$ cat src/rtl/gate_bist_ctrl.sv
// In-place self-test sequencer for a 2-input combinational gate: walks {a,b} through
// 00,01,10,11, samples y after SETTLE_CYCLES clocks per vector, and reports pass/fail.
module gate_bist_ctrl #(
  parameter int         SETTLE_CYCLES = 2,
  parameter logic [3:0] EXPECTED      = 4'b1110
) (
  input  logic       clk,
  input  logic       rst_n,
  input  logic       start,
  input  logic       abort,
  output logic       gate_a,
  output logic       gate_b,
  input  logic       gate_y,
  output logic       busy,
  output logic       done,
  output logic       pass,
  output logic [3:0] fail_mask
);

  localparam int                CNT_W    = $clog2(SETTLE_CYCLES + 1);
  localparam logic [CNT_W-1:0]  CNT_LAST = CNT_W'(SETTLE_CYCLES - 1);

  typedef enum logic {IDLE, RUN} state_e;

  state_e           state_q, state_d;
  logic [1:0]       vec_q, vec_d;
  logic [CNT_W-1:0] cnt_q, cnt_d;
  logic [1:0]       ab_q, ab_d;
  logic             done_q, done_d;
  logic             pass_q, pass_d;
  logic [3:0]       mask_q, mask_d;

  always_ff @(posedge clk or negedge rst_n) begin
    if (!rst_n) begin
      state_q <= IDLE;
      vec_q   <= '0;
      cnt_q   <= '0;
      ab_q    <= '0;
      done_q  <= 1'b0;
      pass_q  <= 1'b0;
      mask_q  <= '0;
    end else begin
      state_q <= state_d;
      vec_q   <= vec_d;
      cnt_q   <= cnt_d;
      ab_q    <= ab_d;
      done_q  <= done_d;
      pass_q  <= pass_d;
      mask_q  <= mask_d;
    end
  end

  always_comb begin
    state_d = state_q;
    vec_d   = vec_q;
    cnt_d   = cnt_q;
    ab_d    = ab_q;
    done_d  = 1'b0;
    pass_d  = pass_q;
    mask_d  = mask_q;
    case (state_q)
      IDLE: begin
        // abort outranks start, so asserting both never launches a run
        if (start && !abort) begin
          state_d = RUN;
          vec_d   = '0;
          cnt_d   = '0;
          ab_d    = 2'b00;
          pass_d  = 1'b0;
          mask_d  = '0;
        end
      end
      RUN: begin
        if (abort) begin
          state_d = IDLE;
          vec_d   = '0;
          cnt_d   = '0;
          ab_d    = 2'b00;
          pass_d  = 1'b0;
        end else if (cnt_q != CNT_LAST) begin
          cnt_d = cnt_q + 1'b1;
        end else begin
          if (gate_y != EXPECTED[vec_q]) mask_d[vec_q] = 1'b1;
          cnt_d = '0;
          if (vec_q != 2'd3) begin
            vec_d = vec_q + 2'd1;
            ab_d  = vec_q + 2'd1;
          end else begin
            // verdict includes the vector-3 sample taken on this same edge
            state_d = IDLE;
            vec_d   = '0;
            ab_d    = 2'b00;
            done_d  = 1'b1;
            pass_d  = (mask_d == 4'b0000);
          end
        end
      end
      default: state_d = IDLE;
    endcase
  end

  always_comb begin
    gate_a    = ab_q[1];
    gate_b    = ab_q[0];
    busy      = (state_q == RUN);
    done      = done_q;
    pass      = pass_q;
    fail_mask = mask_q;
  end

endmodule

$ cat config.mk
export PLATFORM = sky130hd
export DESIGN_NAME = gate_bist_ctrl
export DESIGN_NICKNAME = d
export VERILOG_FILES = /design/src/rtl/gate_bist_ctrl.sv
export SDC_FILE = /design/constraint.sdc
export NUM_CORES = 1
export LEC_CHECK = 0
export BUFFER_PORTS_ARGS = -buffer_cell sky130_fd_sc_hd__buf_4
export CAP_MARGIN = 40
export CORE_AREA = 2 2 39 41
export CTS_CLUSTER_SIZE = 28
export DETAILED_ROUTE_END_ITERATION = 8
export DIE_AREA = 0 0 41 43
export GPL_TIMING_DRIVEN = 0
export PLACE_DENSITY_LB_ADDON = 0.05
export SYNTH_ARGS = -nofsm -noshare
export SYNTH_HDL_FRONTEND = slang
export SYNTH_SLANG_ARGS = --single-unit
$ cat constraint.sdc
create_clock -name clk -period 1.8 [get_ports clk]
set_clock_uncertainty 0.05 [all_clocks]
set_input_delay 0.18 -clock clk [delete_from_list [all_inputs] [get_ports clk]]
set_output_delay 0.18 -clock clk [all_outputs]
set_load 0.02 [all_outputs]
Word level (Yosys, flattened, before mapping) --
Index checks and enable logic that the tools add are counted.
Word-level totals: bits in writable memories 0, logic and storage cells 61, bits in latches 0, output and inout port bits 9, bits in registers 11, input port bits 5, memories 0, ROM bits 0
Cells by class: multiply operators 0, shift operators 0, $add $sub $neg 2, reductions and logical operators 7, eq/ne operators 8, $lt $le $gt $ge 2, divide/modulo/power cells 0, muxes and demuxes 34, bitwise logic cells 2
Operators by type and width (count):
- $mux 4 | 7
- $mux 1 | 14
- $mux 2 | 6
- $ne 2x2->1 const B | 4
- $pmux 2 s2 | 2
- $pmux 4 s2 | 1
- $ne 3x3->1 const B | 2
- $reduce_and 3->1 | 2
- $add 2x1->2 const B | 2
- $logic_not 4->1 | 1
- $or 4x4->4 | 1
- $pmux 1 s2 | 2
- $lt 2x3->1 const B | 1
- $bmux 1 s2 | 1
- $demux 1 s2 | 1
- $ge 2x1->1 const B | 1
- $logic_and 1x1->1 | 2
- $ne 2x1->1 const B | 1
- $reduce_and 2->1 | 1
- $logic_not 1->1 | 1
- $ne 1x1->1 | 1
- $not 1->1 | 1

Depth between registers and ports, before layout --
Gate-level depths: netlist (run 1).
depth in word-level cells 14, mapped depth 6, mapped depth without buffers 6

Worst setup path before layout (run 1) --
OpenSTA, ideal clock, no wires.
kind reg2reg, start reg, netlist name ab_q[1], end reg pass_q (netlist: pass), buffers on the path 0, setup slack 216 ps, library setup time 95 ps, stages on the path, launching flop included 7, required time 1655 ps, data arrival time 1439 ps, period minus slack after synthesis 1584 ps, cell sequence dfrtp_1 inv_1 ha_1 xnor2_1 a21oi_1 nand4_1 o31ai_1
RTL lines:
- end signal, assigned | RTL line 48 | pass_q <= pass_d;
- end, declared | RTL line 30 | logic pass_q, pass_d;

==> impl_results.md, run 1 <==
* Status: finished clean
* Final Hold Vio Count at 0
* R2r setup slk at 0.18 ns
* Largest net degree at the start of global routing at 12
* Final GP Congestion at 0.722
* Chip width at 41 um
* RSZ-0062 raised after global routing: no
* Io pins at 14
* Core area at approximately 0.0014 mm^2
* Clock Sinks at 11
* First-pass GRT wire length at 1930 um
* Met2 Track Usage GR at 25.3%
* Via count at 474
* Commonest non-fill, non-tap cell in the layout: buf_4
* Final Worst Setup Slack at between 0.15 and 0.2 ns
* Period utilization at 89.9%
* Total Die Area at 0.00176 mm^2
* Synth Area in Compound Gates at 18.3%
* M1 GR Usage at 21.1%
* Post-Syn Nets at 66
* I/O Buffers at 13
* Post-synthesis mux area share at 0%
* Placed Cells incl. Taps at 86
* Largest area contributor in the synthesized netlist: dfrtp_1
* Max-slew violations at 0
* DP HPWL at roughly 910 um
* Highest Clock Rate at approximately 0.6 GHz
* Power Internal at 0.382 mW
* Clock Power Share at 31.9%
* Dpl cell area at 678 um^2
* Seq pwr share at 51.2%
* Overall global routing resource usage at roughly 16%
* GRT busiest layer: met2
* Ant diodes at 0
* Pre-CTS setup slack at 0.199 ns
* Logic pwr share at 16.9%
* Seq/Total Area, Yosys at 49.1%
* Vias in the first global route at about 460
* Lkg Pwr at 0.346 nW
* Worst slew margin at 73.9%
* Die Y-Extent at 43 um
* Startpoint type of the worst setup path: register
* First-pass iteration count of the detailed router at 4
* WL final at 1210 um
* Setup TNS at 0 ns
* Final Net Count at 85
* Post-route DRC at 0
* Fin cells at between 90 and 100
* CTS Buffer Depth at 2
* ANT nets after route at 0
* Element type at the critical path end: register
* CP required at 1.92 ns
* Measured slew at the worst slew-check pin at 0.390 ns
* Critical path class: register to register
* Routed vias/inst at 5.21
* Clock latency on the worst-skew pair at 0.27 ns
* Share of cells above drive strength 1 at 25.3%
* Largest family of logic cells by synthesized area: simple AND/OR/NAND/NOR gates
* Adder-Cell Fraction of Synth Area at 8.93%
* Syn Std Cell Area at 561 um^2
* Worst IR Drop VDD at 0.364 mV
* Xor-xnor portion of the synthesized cell area at 1.56%
* Tmin final at 1.62 ns
* Root buf cell: clkbuf_4
* Post-Synth Simple-Gate Area at 20.1%
* P&R area growth vs syn at 27.5%
* Row cnt at 14
* Post-Syn Instances at 57
* DR WL/cell at 13.3 um
* Final Cell Area at 714 um^2
* Initial antenna violation count at 0
* Worst-path fanout max at 6
* Post-CTS setup buffer count at 0
* Dominant cells by area after synthesis: dfrtp_1 (49%), ha_1 (8.9%), a21oi_1 (6.3%)
* Hold Crit Class: primary input to register
* Met3 usage at 3.14%
* Register bit total from synthesis at 11
* Post-synthesis area per instance at approximately 9.8 um^2
* Most frequent cells in the layout: buf_4 (13), dfrtp_1 (11), nor2_1 (8)
* Grt total ovfl at 0
* Post-synth cell types at 21
* Max-cap violations at 0
* Psw at 0.146 mW
* Sw Share at 27.7%
* H-tree Lvls at 1
* Cts bufs inserted at 3
* PostCTS Resize Cnt at 0
* Critical path arrival at 1.74 ns
* Cell Pwr Density at 739 mW/mm^2
* Setup violators final at 0
* Synth warn at 0
* CTS tree: built
* CTS clk-pin slew, worst paths at 0.07 ns
* DR iter-0 viols at 3
* Fin util at 51.6%
* Initial Util at around two fifths
* Top cell type's share of synthesized area at 49.1%
## state kept, by name, summed over array words and instances (netlist names)
signal     cells
busy           1
ab_q           2
cnt_q          2
pass           1
done           1
fail_mask      4
## repair_timing
| action | in CTS | in global routing |
|---|---|---|
| endpoints found under the hold margin | 11 | 0 |
| endpoints found under the setup margin | 0 | 0 |
| hold buffers | 1 | 0 |
## final cells by class
type                            instances  area (um^2)
Inverter                                3         11.3
Timing Repair Buffer                   14          108
Multi-Input combinational cell         43          274
Clock buffer                            4         26.3
Sequential cell                        11          275
Fill cell                             143          669
Tap cell                               16         20.0
## synth_stat cells
master and n:
ha_1 4, xnor2_1 1, nor2_1 8, nor2b_1 3, o21ai_0 3, nand2b_2 1
or2_2 1, o22ai_1 2, nand2_1 4, a311oi_1 1, inv_1 3, nand2b_1 1
a21o_1 1, o21a_1 1, nand4_1 1, nand4bb_1 1, a22o_1 1, a21oi_1 7
o31ai_1 1, dfrtp_1 11, nor3_2 1
## critical path, stage by stage, from the launching register on
cell,delay (ns)
dfrtp_1,0.45
inv_1,0.11
ha_1,0.22
xnor2_1,0.16
a21oi_1,0.19
nand4_1,0.11
o31ai_1,0.24
## cell families (layout without fill, tap and decap cells)
| logic type | Yosys count | after routing |
|---|---|---|
| XOR/XNOR | 1 | 1 |
| buffers and inverters | 3 | 21 |
| adder cells (fa/ha/maj) | 4 | 4 |
| flip-flops | 11 | 11 |
| AND/OR/NAND/NOR | 21 | 21 |
| AO/OA/AOI/OAI | 17 | 17 |
## stage by stage
step / hold WS, ns / power, mW
global route: 0.0318 / 0.561
CTS: 0.0290 / 0.537
finish: 0.0427 / 0.528
detailed placement: -0.0266 / 0.362
floorplan: -0.166 / 0.326
global placement: -0.0276 / 0.362
## power groups by stage
stage / Clock [mW] / Combinational, mW / Sequential (mW)
finish: 0.168 / 0.0892 / 0.270
global route: 0.190 / 0.0992 / 0.272
global placement: 0 / 0.0869 / 0.275
CTS: 0.177 / 0.0896 / 0.270
detailed placement: 0 / 0.0874 / 0.275
floorplan: 0 / 0.0447 / 0.281
## path summary, 6_finish.rpt
kind                                             to  depth (start not counted)                      from
setup reg to reg                   pass$_DFFE_PN0P_                          6       ab_q[0]$_DFFE_PN0P_
hold reg to reg            fail_mask[3]$_DFFE_PN0P_                          2  fail_mask[3]$_DFFE_PN0P_
min in group asynchronous  fail_mask[1]$_DFFE_PN0P_                          2                     rst_n
setup / recovery                   pass$_DFFE_PN0P_                          6       ab_q[0]$_DFFE_PN0P_
hold / removal                       busy$_DFF_PN0_                          2                     abort
max in group asynchronous          pass$_DFFE_PN0P_                          2                     rst_n
## routing by layer
layer | vias to the layer above | routed length [um]
li1 | 235 | -
met1 | 219 | 531
met2 | 18 | 587
met3 | 2 | 78
met4 | 0 | 10
met5 | - | 0
Power figures use the tool's default switching activity.
==> run 2: changes to the inputs <==
GPL_TIMING_DRIVEN = unset   (was 0)
==> run 2 against run 1 <==
Compared with the run above:
- clock power about the same
- critical endpoint unchanged
- utilization is the same
- register-to-register slack improved by 0.04 ns
- setup slack gained 0.045 ns
- largest cell class unchanged
- maximum frequency grew 2.8%
- critical path depth stayed put
- flip-flop and latch count stayed put
==> impl_results.md, run 2 (synthesized netlist as in run 1, its figures left out) <==
* Io pins at 14
* R2r setup slk at 0.23 ns
* Root buf cell: clkbuf_4
* Reg-to-reg endpoint: pass$_DFFE_PN0P_
* HP Start: abort
* Crit path to: pass$_DFFE_PN0P_
* Die Y-Extent at 43 um
* Final Cell Area at 714 um^2
* Most frequent cells in the layout: buf_4 (13), dfrtp_1 (11), nor2_1 (8)
* Ant diodes at 0
* Dpl cell area at approximately 680 um^2
* FF-to-FF path depth at 6
* Overall global routing resource usage at around 16%
* Hold Slack at 0.0344 ns
* First-pass iteration count of the detailed router at 4
* Critical path class: register to register
* CP peak stage delay at 0.42 ns
* Pre-CTS setup slack at 0.231 ns
* Worst IR Drop VDD at roughly 0.32 mV
* R2R Path Start: ab_q[1]$_DFFE_PN0P_
* Final Hold Vio Count at 0
* Setup violators final at 0
* Period utilization at 87.4%
* Max-slew violations at 0
* Core area at 0.00138 mm^2
* CTS tree: built
* Fin util at 51.6%
* Startpoint type of the worst setup path: register
* Placed Cells incl. Taps at between 80 and 90
* First-pass GRT wire length at 1840 um
* Crit path cell chain: inv_1 -> ha_1 -> xnor2_1 -> a21oi_1 -> nand4_1 -> o31ai_1
* Chip width at 41 um
* DP HPWL at 886 um
* Max FFs per register at 4
* Largest net degree at the start of global routing at 12
* Vias in the first global route at between 400 and 500
* Post-route DRC at 0
* Clock Sinks at 11
* CTS clk-pin slew, worst paths at 0.07 ns
* CP required at 1.92 ns
* Hold-fix buffers at CTS at 1
* Hold Crit Class: primary input to register
* Cts bufs inserted at 3
* I/O Buffers at 13
* Via count at 449
* H-tree Lvls at 1
* Measured slew at the worst slew-check pin at just under 0.4 ns
* Initial Util at 40.5%
* Setup TNS at 0 ns
* Tmin final at around 1.6 ns
* Row cnt at 14
* CP startpoint: ab_q[1]$_DFFE_PN0P_
* Commonest non-fill, non-tap cell in the layout: buf_4
* Grt total ovfl at 0
* Post-CTS setup buffer count at 0
* Tot Pwr at approximately 0.52 mW
* Status: finished clean
* Clock latency on the worst-skew pair at 0.26 ns
* Max-cap violations at 0
* Final Net Count at 85
* DR WL/cell at 12.9 um
* PostCTS Resize Cnt at 0
* Worst slew margin at between 70% and 80%
* Element type at the critical path end: register
* ANT nets after route at 0
* RSZ-0062 raised after global routing: no
* DR iter-0 viols at 12
* Share of cells above drive strength 1 at between 20% and 30%
* Worst path depth at 6
* Lkg Pwr at approximately 0.35 nW
* Slowest-stage cell, CP: dfrtp_1
* Critical path arrival at 1.69 ns
* Buf+Inv Stages, Crit Path at 1
* Total Die Area at 0.00176 mm^2
* Fin cells at 91
* Worst-path fanout max at 5
* Routed vias/inst at 4.93
* WL final at 1180 um
* CTS Buffer Depth at 2
* Final Worst Setup Slack at about 0.23 ns
* Initial antenna violation count at 0
* CP delay by family, top: flip-flops
* Highest Clock Rate at 0.636 GHz
* Final GP Congestion at 0.744
* P&R area growth vs syn at 27.5%
* Cell Pwr Density at approximately 730 mW/mm^2
-- run 2: layout make-up --
cell class / count / area [um^2]
Tap cell: 16 / 20.0
Inverter: 3 / 11.3
Timing Repair Buffer: 14 / 108
Clock buffer: 4 / 26.3
Sequential cell: 11 / 275
Multi-Input combinational cell: 43 / 274
Fill cell: 125 / 669
-- run 2: how the worst min path moves through the flow --
stage / end / slack (ns) / cells after the start
after floorplan: ab_q[0]$_DFFE_PN0P_ / -0.17 / 0
after global placement: fail_mask[0]$_DFFE_PN0P_ / -0.03 / 1
after detailed placement: fail_mask[3]$_DFFE_PN0P_ / -0.03 / 1
after CTS: busy$_DFF_PN0_ / 0.02 / 2
after global routing: busy$_DFF_PN0_ / 0.02 / 2
final: busy$_DFF_PN0_ / 0.03 / 2
-- run 2: where the power goes --
group	switching (mW)	internal [mW]	leakage, nW
sequential	0.0128	0.257	0.150
clock	0.0795	0.0855	0.0150
combinational	0.0500	0.0393	0.180
-- run 2: metal layers --
| metal | routed length, um | vias up | part of all wire [%] | track usage, % |
|---|---|---|---|---|
| li1 | - | 237 | - | - |
| met1 | 572 | 202 | 49 | 20.1 |
| met2 | 548 | 10 | 47 | 24.4 |
| met3 | 56 | 0 | 4.8 | 3.66 |
| met4 | 0 | 0 | 0 | 6.00 |
| met5 | 0 | - | 0 | 0 |
